$ cat src/rtl/fifo_cmd_unpacker.sv
// Drains a show-ahead-off command FIFO and reassembles single-word and four-word
// triangle commands into one registered bundle with a valid/ready handshake.
module fifo_cmd_unpacker #(
    parameter int ERROR_COUNT_WIDTH = 16
) (
    input  logic                         clock,
    input  logic                         reset,
    input  logic                         fifo_empty,
    input  logic [63:0]                  fifo_q,
    output logic                         fifo_rdreq,
    output logic                         cmd_valid,
    input  logic                         cmd_ready,
    output logic [7:0]                   cmd_opcode,
    output logic [31:0]                  cmd_arg,
    output logic [63:0]                  cmd_v0,
    output logic [63:0]                  cmd_v1,
    output logic [63:0]                  cmd_v2,
    output logic                         busy,
    output logic [ERROR_COUNT_WIDTH-1:0] error_count
);

    typedef enum logic [2:0] {
        S_IDLE,
        S_HEADER,
        S_VREQ,
        S_VDATA,
        S_EMIT
    } state_t;

    localparam logic [7:0] OP_NOP   = 8'h00;
    localparam logic [7:0] OP_CLEAR = 8'h01;
    localparam logic [7:0] OP_TRI   = 8'h02;
    localparam logic [7:0] OP_SWAP  = 8'h03;

    state_t                       state_q;
    logic [1:0]                   idx_q;
    logic [7:0]                   opcode_q;
    logic [31:0]                  arg_q;
    logic [2:0][63:0]             vtx_q;
    logic                         valid_q;
    logic [ERROR_COUNT_WIDTH-1:0] err_q;

    // Only the two request states may pop; reset gates the strobe before the state settles.
    assign fifo_rdreq = !reset && !fifo_empty && (state_q == S_IDLE || state_q == S_VREQ);

    assign cmd_valid   = valid_q;
    assign cmd_opcode  = opcode_q;
    assign cmd_arg     = arg_q;
    assign cmd_v0      = vtx_q[0];
    assign cmd_v1      = vtx_q[1];
    assign cmd_v2      = vtx_q[2];
    assign busy        = (state_q != S_IDLE);
    assign error_count = err_q;

    always_ff @(posedge clock or posedge reset) begin
        if (reset) begin
            state_q  <= S_IDLE;
            idx_q    <= 2'd0;
            opcode_q <= 8'h00;
            arg_q    <= 32'h0;
            vtx_q    <= '0;
            valid_q  <= 1'b0;
            err_q    <= '0;
        end else begin
            case (state_q)
                S_IDLE: begin
                    if (!fifo_empty) state_q <= S_HEADER;
                end
                S_HEADER: begin
                    opcode_q <= fifo_q[7:0];
                    arg_q    <= fifo_q[63:32];
                    case (fifo_q[7:0])
                        OP_TRI: begin
                            idx_q   <= 2'd0;
                            state_q <= S_VREQ;
                        end
                        OP_CLEAR, OP_SWAP: begin
                            valid_q <= 1'b1;
                            state_q <= S_EMIT;
                        end
                        OP_NOP: state_q <= S_IDLE;
                        default: begin
                            if (err_q != '1) err_q <= err_q + 1'b1;
                            state_q <= S_IDLE;
                        end
                    endcase
                end
                S_VREQ: begin
                    if (!fifo_empty) state_q <= S_VDATA;
                end
                S_VDATA: begin
                    case (idx_q)
                        2'd0:    vtx_q[0] <= fifo_q;
                        2'd1:    vtx_q[1] <= fifo_q;
                        default: vtx_q[2] <= fifo_q;
                    endcase
                    if (idx_q == 2'd2) begin
                        valid_q <= 1'b1;
                        state_q <= S_EMIT;
                    end else begin
                        idx_q   <= idx_q + 2'd1;
                        state_q <= S_VREQ;
                    end
                end
                S_EMIT: begin
                    if (cmd_ready) begin
                        valid_q <= 1'b0;
                        state_q <= S_IDLE;
                    end
                end
                default: state_q <= S_IDLE;
            endcase
        end
    end

endmodule

$ cat config.mk
export PLATFORM = sky130hd
export DESIGN_NAME = fifo_cmd_unpacker
export DESIGN_NICKNAME = d
export VERILOG_FILES = /design/src/rtl/fifo_cmd_unpacker.sv
export SDC_FILE = /design/constraint.sdc
export NUM_CORES = 1
export LEC_CHECK = 0
export ABC_AREA = 1
export ABC_CLOCK_PERIOD_IN_PS = 10100
export CAP_MARGIN = 40
export CORE_UTILIZATION = 48
export CTS_BUF_LIST = sky130_fd_sc_hd__clkbuf_8
export DETAILED_ROUTE_END_ITERATION = 8
export GPL_ROUTABILITY_DRIVEN = 0
export GPL_TIMING_DRIVEN = 0
export MAX_ROUTING_LAYER = met4
export PLACE_DENSITY = 0.85
export SLEW_MARGIN = 20
export SYNTH_ARGS = -nofsm -noshare
export SYNTH_HDL_FRONTEND = slang
export SYNTH_SLANG_ARGS = --single-unit
$ cat constraint.sdc
create_clock -name clock -period 10.1 [get_ports clock]
set_clock_uncertainty 0.05 [all_clocks]
set_input_delay 1.01 -clock clock [delete_from_list [all_inputs] [get_ports clock]]
set_output_delay 1.01 -clock clock [all_outputs]
set_load 0.01 [all_outputs]
==> results.sh, run 1 <==
export IMPL_cts_tree="yes"
export IMPL_syn_nets=1088
export IMPL_path_depth=3
export IMPL_postCtsHoldBufs=0
export IMPL_max_stage_delay_ns=0.56
export IMPL_synth_seq_cells=254
export IMPL_yosysSeqAreaShare=0.652
export IMPL_drt_iter0_markers=416
export IMPL_drv_cap=0
export IMPL_setup_viol=0
export IMPL_power_total_mw=3.95
export IMPL_cts_num_sinks=254
export IMPL_grt_overflow_total=0
export IMPL_yosysTopAreaCell="dfrtp_1"
export IMPL_synthDistinctLibCells=26
export IMPL_first_global_vias=8473
export IMPL_grt_setup_unrepaired="no"
export IMPL_stdcell_count=1670
export IMPL_critPathRequiredTime_ns=9.04
export IMPL_post_route_util=0.718
export IMPL_crit_type="input port to output port"
export IMPL_ios=319
export IMPL_setup_ws_ns=6.75
export IMPL_grt_pass1_wl_um=44400
export IMPL_vias_per_cell=5.17
export IMPL_worst_pin_slew_ns=0.522
export IMPL_startpoint="reset"
export IMPL_r2r_end="error_count[6]"
export IMPL_pre_cts_ws_ns=6.75
export IMPL_path_cells="clkdlybuf4s50_1 > nor3_1 > clkdlybuf4s50_1"
export IMPL_hp_class="flip-flop to flip-flop"
export IMPL_root_buffer="clkbuf_8"
export IMPL_min_period_over_period=0.332
export IMPL_grt_start_max_net_pins=99
export IMPL_report_final_slew_viol_count=0
export IMPL_fmax_mhz=298
export IMPL_fill_cells=1434
export IMPL_slowest_stage="clkdlybuf4s50_1"
export IMPL_drive_above_1_share=0.0833
export IMPL_end_kind="output port"
export IMPL_dieWidth_um=144
export IMPL_dieArea_um2=20900
export IMPL_io_buffers=318
export IMPL_wl_um=29100
export IMPL_synth_area_um2=9740
export IMPL_area_growth_pct=44.9
export IMPL_maxSlewHeadroom=0.652
export IMPL_rows=51
export IMPL_synth_compound_area_frac=0.125
export IMPL_cts_setup_buffers=0
export IMPL_place_inst=1601
export IMPL_core_area_um2=19700
export IMPL_synth_xor_area_frac=0.00629
export IMPL_firstDrtPassIters=7
export IMPL_yosys_area_share_simple=0.151
export IMPL_avgSynthCellArea_um2=9.59
export IMPL_crit_end="fifo_rdreq"
export IMPL_status="finished, final reports clean"
export IMPL_r2r_start="error_count[0]"
export IMPL_post_synth_inst_count=1016
export IMPL_cts_resized=0
export IMPL_dp_hpwl_um=20900
export IMPL_clk_latency_ns=0.53
export IMPL_ant_nets=0
export IMPL_powerDensity_nw_per_um2=280
export IMPL_grt_antenna_before_repair=0
export IMPL_grt_use_total=0.287
export IMPL_finalHoldViolCount=0
export IMPL_cts_buffers=41
export IMPL_r2r_cells=9
export IMPL_synthAdderAreaFrac=0.00514
export IMPL_reg2reg_slack_ns=8.26
export IMPL_irDropWorstVdd_mv=0.154
export IMPL_die_h_um=144
export IMPL_arrival_ns=2.29
export IMPL_synth_mux_area_frac=0
export IMPL_synth_area_top_cells="dfrtp_1, nand2_1, o21ai_1"
export IMPL_clkSlewWorstSetupHoldPaths_ns=0.06
export IMPL_wl_per_cell_um=17.4
export IMPL_cp_top_family="buffers and inverters"
export IMPL_cts_path_max_buffers=3
export IMPL_cp_start_kind="input port"
export IMPL_fin_nets=1451
export IMPL_period_needed_ns=3.35
export IMPL_start_util=0.496
export IMPL_synth_top_family_by_area="simple AND/OR/NAND/NOR gates"
export IMPL_drc_errors=0
export IMPL_p_leak_nw=6.84
export IMPL_path_buf_inv=2
export IMPL_yosys_warnings=0
export IMPL_yosysTopAreaCellShare=0.652
export IMPL_vias=8633
export IMPL_cts_htree_levels=2
export IMPL_crit_top_cell="clkdlybuf4s50_1"
export IMPL_antenna_cells=0
export IMPL_cp_max_fo=2
sequential cells by signal, indices dropped and copies added (netlist names):
signal	count
error_count	16
cmd_v2	64
cmd_arg	32
cmd_valid	1
cmd_v0	64
cmd_opcode	8
state_q	3
idx_q	2
cmd_v1	64
metal layers:
layer	track usage	wire length, µm
met1	0.346	11400
met2	0.461	14200
met3	0.0623	2290
met4	0.135	1210
met5	-	0
where the power goes:
part / internal (mW) / leakage [nW] / total (mW) / switching, mW
clock network: 0.470 / 0.457 / 0.857 / 0.387
registers: 1.39 / 2.62 / 1.61 / 0.227
logic: 0.819 / 3.76 / 1.48 / 0.660
worst min-delay path by stage:
stage	from	slack, ns	to	cells past startpoint
6_report	cmd_opcode[0]	0.43	cmd_opcode[0]	2
5_1_grt	cmd_arg[18]	0.45	cmd_arg[18]	2
4_1_cts	cmd_opcode[0]	0.43	cmd_opcode[0]	2
3_5_place_dp	cmd_opcode[0]	0.42	cmd_opcode[0]	2
3_3_place_gp	cmd_arg[13]	0.42	cmd_arg[13]	2
2_1_floorplan	state_q[2]	0.44	state_q[1]	1
cells by family after synthesis:
group                      Yosys count
AOI/OAI and AO/OA                  240
adders and majority gates            4
DFF                                254
and+or+nand+nor                    374
xor gates and xnor gates             7
buffers and inverters              137
placed cells by master, fill, tap and decap left out, drive strengths merged, types with 3 or more instances in the layout:
cell type,count
dfrtp,254
nor2,27
xor2,3
nor3,3
nand2,328
inv,97
ha,4
nand4,6
clkdlybuf4s50,318
buf,48
clkbuf,56
o21ai,237
xnor2,4
clkinv,5
nand3,9
synthesized netlist by cell type (all sizes together):
master,number
a21oi,1
nor3b,1
nand3,9
xnor2,4
clkbuf,6
o311ai,1
nor2,27
o211ai,1
xor2,3
nand4,6
dfrtp,254
o21ai,237
inv,85
buf,46
nand2,328
ha,4
nor3,3
metrics by stage:
stage | hold slack [ns] | TNS [ns] | cell area [µm²]
finish | 0.427 | 0 | 14100
global route | 0.449 | 0 | 14100
CTS | 0.434 | 0 | 14100
detailed placement | 0.419 | 0 | 13300
global placement | 0.417 | -198.98 | 13300
floorplan | 0.441 | 0 | 9740
final cells by class:
class	count	area, µm²	share of cell area
plain buffers	52	262	0.0185
clock buffers	50	688	0.0488
clock inverters	19	108	0.00762
inverters	85	327	0.0231
multi-input cells	625	2810	0.199
flip-flops and latches	254	6360	0.450
well taps	265	332	0.0235
repair buffers	320	3240	0.229
worst register-to-register path: cells and delay by family (launching register included):
kind                       cells  cell delay, ns
and+or+nand+nor                6            0.65
buffers and inverters          2            0.24
adders and majority gates      1            0.32
DFF                            1            0.45
Note: power is estimated with default switching activity, not from simulation.
==> inputs of run 2 (changes only) <==
--- a/config.mk
+++ b/config.mk
@@ -6,7 +6,7 @@
 export NUM_CORES = 1
 export LEC_CHECK = 0
 export ABC_AREA = 1
-export ABC_CLOCK_PERIOD_IN_PS = 10100
+export ABC_CLOCK_PERIOD_IN_PS = 3500
 export CAP_MARGIN = 40
 export CORE_UTILIZATION = 48
 export CTS_BUF_LIST = sky130_fd_sc_hd__clkbuf_8
==> constraint.sdc (replaced) <==
create_clock -name clock -period 3.5 [get_ports clock]
set_clock_uncertainty 0.05 [all_clocks]
set_input_delay 0.35 -clock clock [delete_from_list [all_inputs] [get_ports clock]]
set_output_delay 0.35 -clock clock [all_outputs]
set_load 0.01 [all_outputs]
==> results.sh, run 2 (synthesis gave the netlist of run 1 again) <==
export IMPL_status="finished, final reports clean"
export IMPL_worst_pin_slew_ns=0.708
export IMPL_fmax_mhz=444
export IMPL_seqPwrFrac=0.407
export IMPL_cp_max_fo=5
export IMPL_dp_hpwl_um=21600
export IMPL_ios=319
export IMPL_clkPwrFrac=0.217
export IMPL_cts_num_sinks=254
export IMPL_die_h_um=144
export IMPL_power_switching_mw=3.74
export IMPL_grt_use_total=0.297
export IMPL_area_growth_pct=46.1
export IMPL_reg2reg_slack_ns=1.70
export IMPL_firstDrtPassIters=4
export IMPL_dieArea_um2=20900
export IMPL_grt_setup_unrepaired="no"
export IMPL_place_inst=1607
export IMPL_dieWidth_um=144
export IMPL_clk_latency_ns=0.53
export IMPL_stdcell_area_um2=14200
export IMPL_cts_tree="yes"
export IMPL_first_global_vias=8624
export IMPL_crit_type="flip-flop to output port"
export IMPL_hp_class="input port to asynchronous set/reset pin"
export IMPL_p_leak_nw=6.87
export IMPL_ant_nets=0
export IMPL_grt_pass1_wl_um=45700
export IMPL_drive_above_1_share=0.0899
export IMPL_postCtsHoldBufs=0
export IMPL_min_period_over_period=0.644
export IMPL_io_buffers=318
export IMPL_end_kind="output port"
export IMPL_grt_start_max_net_pins=35
export IMPL_cts_path_max_buffers=3
export IMPL_dpl_cell_area_um2=13400
export IMPL_vias_per_cell=5.19
export IMPL_startpoint="state_q[0]"
export IMPL_clkSlewWorstSetupHoldPaths_ns=0.06
export IMPL_fin_nets=1458
export IMPL_cts_buffers=42
export IMPL_root_buffer="clkbuf_8"
export IMPL_p_comb_frac=0.376
export IMPL_cp_start_kind="flip-flop"
export IMPL_setup_viol=0
export IMPL_powerDensity_nw_per_um2=805
export IMPL_irDropWorstVdd_mv=0.463
export IMPL_rows=51
export IMPL_wl_per_cell_um=17.8
export IMPL_grt_antenna_before_repair=0
export IMPL_r2r_start="error_count[0]"
export IMPL_drv_cap=0
export IMPL_start_util=0.496
export IMPL_vias=8710
export IMPL_antenna_cells=0
export IMPL_maxSlewHeadroom=0.527
export IMPL_cts_htree_levels=2
export IMPL_report_final_slew_viol_count=0
export IMPL_wl_um=29900
export IMPL_final_cell_mix="nand2_1, clkdlybuf4s50_1, dfrtp_1"
export IMPL_critPathRequiredTime_ns=3.10
export IMPL_p_int_mw=7.72
export IMPL_drc_errors=0
export IMPL_sw_frac_of_total=0.326
export IMPL_drt_iter0_markers=422
export IMPL_finalHoldViolCount=0
export IMPL_final_common_cell="nand2_1"
export IMPL_cts_resized=0
export IMPL_core_area_um2=19700
export IMPL_arrival_ns=1.85
export IMPL_grt_overflow_total=0
export IMPL_period_needed_ns=2.25
export IMPL_cts_setup_buffers=0
export IMPL_fill_cells=1429
export IMPL_stdcell_count=1677
[run 2: cell count changes in the layout (fill, tap and decap cells not counted), sizes merged]
| cell | change |
|---|---|
| clkbuf | +2 |
| clkinvlp | +4 |
| bufinv | -1 |
| buf | +6 |
| clkinv | -1 |
| inv | -3 |
[run 2: area by class of cell]
class                           instances  area (µm²)  share of cell area
Buffer                                 52         262              0.0184
Tap cell                              265         332              0.0233
Sequential cell                       254        6360               0.446
Inverter                               85         323              0.0227
Clock buffer                           52         716              0.0503
Timing Repair Buffer                  326        3350               0.235
Clock inverter                         18        92.6             0.00650
Multi-Input combinational cell        625        2810               0.197
[run 2: through the flow]
stage          TNS [ns]   util  setup WS, ns  power (mW)  hold slack [ns]
3_5_place_dp          0  0.683          1.31        8.98            0.425
4_1_cts               0  0.724          1.23        11.5            0.248
2_1_floorplan    -61.89      -        -0.244        6.19            0.366
6_report              0  0.724          1.25        11.5            0.245
3_3_place_gp    -490.34  0.675         -1.95        8.78            0.415
5_1_grt               0  0.724          1.14        12.1            0.319
[run 2: critical path, stage by stage, from the launching register on]
cell and delay, ns:
dfrtp_1 0.43, inv_1 0.09, nand2_1 0.08, nor3_1 0.15, clkdlybuf4s50_1 0.57
[run 2: per-layer routing]
layer  part of all wire  GRT usage
met5                  0          -
met2               0.49      0.476
met4              0.047      0.155
met3              0.087     0.0702
met1               0.38      0.349
[run 2: worst paths after layout]
path	depth (start not counted)	to
setup / recovery	4	fifo_rdreq
hold / removal	2	cmd_v2[5]
setup reg to reg	9	error_count[0]
hold reg to reg	2	cmd_v1[45]
max in group asynchronous	6	cmd_v2[39]
min in group clock	2	state_q[0]
[run 2: power by group through the flow]
stage               Sequential, mW  Combinational (mW)  Clock, mW
CTS                           4.64                4.34       2.53
floorplan                     5.11                1.08          0
global route                  4.76                4.65       2.66
global placement              4.63                4.15          0
detailed placement            4.67                4.31          0
finish                        4.66                4.31       2.49
